## src/rtl/uart_tx_drain.sv

```systemverilog
// uart_tx_drain
// Pulls one byte at a time from an upstream synchronous FIFO and shifts it out
// as a single UART 8N1 frame (start bit, 8 data bits LSB first, stop bit).
// Only one byte is ever in flight. The next byte is requested after the
// current stop bit has finished.
module uart_tx_drain #(
  parameter int CLKS_PER_BIT = 868
) (
  input  logic       clk,
  input  logic       reset,
  input  logic       fifo_empty,
  output logic       fifo_rd_en,
  input  logic [7:0] fifo_data,
  output logic       tx,
  output logic       busy,
  output logic       tx_done
);

  // Width of the bit-period counter. It is kept at least 1 bit wide so the
  // smallest legal CLKS_PER_BIT still gives a valid vector.
  localparam int CNT_W = (CLKS_PER_BIT > 1) ? $clog2(CLKS_PER_BIT) : 1;
  localparam logic [CNT_W-1:0] CNT_LAST = CNT_W'(CLKS_PER_BIT - 1);

  typedef enum logic [2:0] {
    IDLE  = 3'd0,
    FETCH = 3'd1,
    WAIT  = 3'd2,
    START = 3'd3,
    DATA  = 3'd4,
    STOP  = 3'd5
  } state_t;

  state_t           state;
  logic [CNT_W-1:0] bit_cnt;
  logic [2:0]       bit_idx;
  logic [7:0]       shift_reg;
  logic             bit_end;

  // Last clock of the current bit period.
  assign bit_end = (bit_cnt == CNT_LAST);

  // busy is the only output decoded directly from state.
  assign busy = (state != IDLE);

  // Frame sequencer. All outputs except busy are registered here.
  // tx is only driven low in the WAIT->START transition and inside DATA,
  // so the line cannot dip outside the start and data bits.
  always_ff @(posedge clk or posedge reset) begin
    if (reset) begin
      state      <= IDLE;
      tx         <= 1'b1;
      fifo_rd_en <= 1'b0;
      tx_done    <= 1'b0;
      bit_cnt    <= '0;
      bit_idx    <= 3'd0;
      shift_reg  <= 8'h00;
    end else begin
      // Strobes default low so each one lasts exactly one cycle.
      fifo_rd_en <= 1'b0;
      tx_done    <= 1'b0;
      case (state)
        IDLE: begin
          tx      <= 1'b1;
          bit_cnt <= '0;
          bit_idx <= 3'd0;
          if (!fifo_empty) begin
            state      <= FETCH;
            fifo_rd_en <= 1'b1;
          end
        end
        // The read strobe is high during this cycle. The FIFO presents the
        // data one cycle later.
        FETCH: begin
          state <= WAIT;
        end
        // The FIFO output is valid now. Latch it and begin the start bit.
        WAIT: begin
          shift_reg <= fifo_data;
          tx        <= 1'b0;
          bit_cnt   <= '0;
          state     <= START;
        end
        START: begin
          if (bit_end) begin
            bit_cnt <= '0;
            bit_idx <= 3'd0;
            tx      <= shift_reg[0];
            state   <= DATA;
          end else begin
            bit_cnt <= bit_cnt + 1'b1;
          end
        end
        // Shift right so the next data bit is always shift_reg[1] at the
        // bit boundary.
        DATA: begin
          if (bit_end) begin
            bit_cnt <= '0;
            if (bit_idx == 3'd7) begin
              tx    <= 1'b1;
              state <= STOP;
            end else begin
              bit_idx   <= bit_idx + 3'd1;
              shift_reg <= {1'b0, shift_reg[7:1]};
              tx        <= shift_reg[1];
            end
          end else begin
            bit_cnt <= bit_cnt + 1'b1;
          end
        end
        STOP: begin
          tx <= 1'b1;
          if (bit_end) begin
            bit_cnt <= '0;
            tx_done <= 1'b1;
            state   <= IDLE;
          end else begin
            bit_cnt <= bit_cnt + 1'b1;
          end
        end
        default: begin
          tx    <= 1'b1;
          state <= IDLE;
        end
      endcase
    end
  end

endmodule

```

## config.mk

```make
export PLATFORM = sky130hd
export DESIGN_NAME = uart_tx_drain
export DESIGN_NICKNAME = d
export VERILOG_FILES = /design/src/rtl/uart_tx_drain.sv
export SDC_FILE = /design/constraint.sdc
export NUM_CORES = 1
export LEC_CHECK = 0
export ABC_AREA = 1
export ABC_CLOCK_PERIOD_IN_PS = 1900
export BUFFER_PORTS_ARGS = -buffer_cell sky130_fd_sc_hd__buf_4
export CORE_MARGIN = 1
export CORE_UTILIZATION = 61
export CTS_BUF_LIST = sky130_fd_sc_hd__clkbuf_2 sky130_fd_sc_hd__clkbuf_4 sky130_fd_sc_hd__clkbuf_8
export DETAILED_ROUTE_END_ITERATION = 8
export GPL_ROUTABILITY_DRIVEN = 0
export GPL_TIMING_DRIVEN = 0
export MAX_ROUTING_LAYER = met4
export PLACE_DENSITY_LB_ADDON = 0.15
export SLEW_MARGIN = 20
export SYNTH_ARGS = -nofsm -noshare
export SYNTH_HDL_FRONTEND = slang
export SYNTH_SLANG_ARGS = --single-unit
```

## constraint.sdc

```tcl
create_clock -name clk -period 1.9 [get_ports clk]
set_clock_uncertainty 0.2 [all_clocks]
set_input_delay 0 -clock clk [delete_from_list [all_inputs] [get_ports clk]]
set_output_delay 0 -clock clk [all_outputs]
set_load 0.05 [all_outputs]
```

==> results.cfg <==
[status]
status = complete, no violations

[drt]
wl_per_cell_um = 11.5
dr.pass1.iters = 5
routed_wl_um = 3360
viasPerCell = 5.21
ant_nets = 0
drt_iter0_drc = 62
vias = 1527
drc = 0

[timing]
rsz0062_at_grt = no
clock.fmax_mhz = 565
setup_violations = 0
worst_slew_pin_slew_ns = 0.934
finalHoldViolations = 0
relSlewSlack_pct = 37.3
period_minus_slack_ns = 1.77
fin_crit_sh_pct = 93.2
tns_ns = 0
slew_violations = 0

[finish]
multi_input_area_sq_um = 858
syn_to_final_growth_pct = 17.1
seq_area_sq_um = 677
largest_reg_flops = 10
nFillCells = 176
layout.nets = 278
final_cell_mix = nand2_1, nand3_1, dfrtp_1
final_common_cell = nand2_1
final_layout_size_suffix_gt1_share_pct = 13.3
num_antenna_cells = 0
fin_area_sq_um = 1920

[place]
portBuffers = 14
dp_hpwl_um = 2380
dpl_cell_area_sq_um = 1780

[floorplanning]
dieArea_sq_um = 2900
fp.dieH_um = 53.8
fp.dieW_um = 53.8
rows = 18
io_pins = 15
initial_core_util_pct = 65.5
core-area_sq_um = 2500

[setup_path]
r2r-start = bit_idx[0]
crit_path_start = bit_idx[0]
cp_data_required_time_ns = 1.94
max_stage_delay_ns = 0.43
end_kind = flop
critPathKind = flop to flop
crit_chain = ha_1 -> ha_1 -> inv_1 -> nor2_1 -> nor2_4 -> nand2_4 -> nand2_1 -> nand2_1
cp.arrival_ns = 1.81
r2r.worst_path.cells = 8
critPathLaunchType = flop
setup.worst_path.end = shift_reg[2]
slowest_stage = dfrtp_1
r2r_slack_ns = 0.13
crit_fanout = 9
timing.rr.end = shift_reg[2]

[cts]
h-tree-depth = 1
tritoncts = yes
clock_path_buffers = 2
cts_buffers = 3
cts.clk_slew.worst_paths_ns = 0.15
insertion_delay_ns = 0.33
cts-root-buf = clkbuf_4
cts.sinks = 27

[global_route]
grt_use_met2_pct = 42.6
grt_start_max_net_pins = 28
track_usage_pct = 27.5
grt_pass1_wl_um = 5560
busiest_layer = met2
use_met3_pct = 1.69
grt_pass1_vias = 1329
grt.overflow.total = 0
gr-usage-met1_pct = 36.4
antenna_found_initial = 0

[pwr]
p_total_w = 0.00244
p_per_area_nw_per_um2 = 1270
leakage_nw = 1.04
ir_worst_vdd_uv = 1230

[synthesis]
syn_area_sq_um = 1640
synth_nets = 249
synthFlopType = dfrtp_1
synth_edf_count = 0
synth_area_per_cell_sq_um = 6.97
synth.yosys.seq_area_share_pct = 41.3
syn_inst = 235
ys_async_sr_fraction_pct = 100
post_synth_num_cell_types = 23
ys_seq_elements = 27
yosysWarnings = 0

[min_path]
hp-class = primary input to async pin

[job]
drv_cap = 0
==> cell usage after synthesis, types with 2 or more instances <==
master	number	area share [%]
o21ai_0	8	2.4
nor2_4	2	1.4
nand2_2	2	0.76
nand4_1	4	1.5
inv_1	20	4.6
nand2_1	103	24
dfrtp_1	26	40
nand3b_1	4	1.8
nand3_1	31	9.5
nor2_1	15	3.4
ha_1	3	2.3
inv_2	5	1.1
nand2_4	2	1.4
==> logic make-up (layout without fill, tap and decap cells) <==
family | after synthesis | after routing | share of synthesized area [%]
fa+ha+maj | 3 | 3 | 2.29
mux | 1 | 1 | 0.611
buf+inv | 27 | 55 | 6.72
flops | 27 | 27 | 41.3
compound gates | 11 | 11 | 3.67
simple gates | 166 | 166 | 45.4
==> worst max-delay path: cells and delay by family (launching register included) <==
family | cells | cell delay, ns
adders and majority gates | 2 | 0.41
buffers and inverters | 1 | 0.09
and+or+nand+nor | 5 | 0.55
DFF | 1 | 0.43
==> metal layers <==
metal,vias up,share of wire [%]
met5,-,0
met4,0,1.4
met3,4,3.8
met2,42,47
met1,680,47
li1,801,-
==> repair_timing <==
| item | CTS | global route |
|---|---|---|
| resized for setup | 0 | 2 |
| setup buffers | 0 | 0 |
| hold buffers | 10 | 0 |
| endpoints found under the hold margin | 37 | 0 |
| setup endpoints to repair | 0 | 5 |
==> worst min path at each step <==
stage                     depth (start not counted)       start  slack (ns)    endpoint
after detailed placement                          2  fifo_empty       -0.03  fifo_rd_en
after floorplan                                   1       reset       -0.15  bit_cnt[0]
after global placement                            2  fifo_empty       -0.04  fifo_rd_en
after global routing                              3  fifo_empty        0.15  fifo_rd_en
final                                             3       reset         0.1  bit_cnt[8]
after CTS                                         3  fifo_empty        0.13  fifo_rd_en
==> power breakdown <==
group          switching (W)  internal [W]  total, W
logic               0.000863      0.000425   0.00129
clock network       0.000174     0.0000806  0.000255
registers           0.000135      0.000758  0.000893
total                0.00117       0.00126   0.00244
==> through the flow <==
step                      hold WS [ns]  instances  worst slack [ns]  util (%)
after floorplan                 -0.148        235             0.313         -
after global placement         -0.0361        279             0.176      71.2
after detailed placement       -0.0308        279             0.133      71.2
after CTS                        0.134        293             0.109      76.4
after global routing             0.152        293           0.00552      76.7
final                           0.0978        293             0.130      76.7
==> area by class of cell <==
cell class,count,share of cell area [%]
Buffer,2,0.848
Multi-Input combinational cell,181,44.7
Timing Repair Buffer,24,10.7
Clock inverter,1,0.391
Tap cell,30,1.96
Inverter,25,4.89
Sequential cell,27,35.3
Clock buffer,3,1.17
Note: power is estimated with default switching activity, not from simulation.
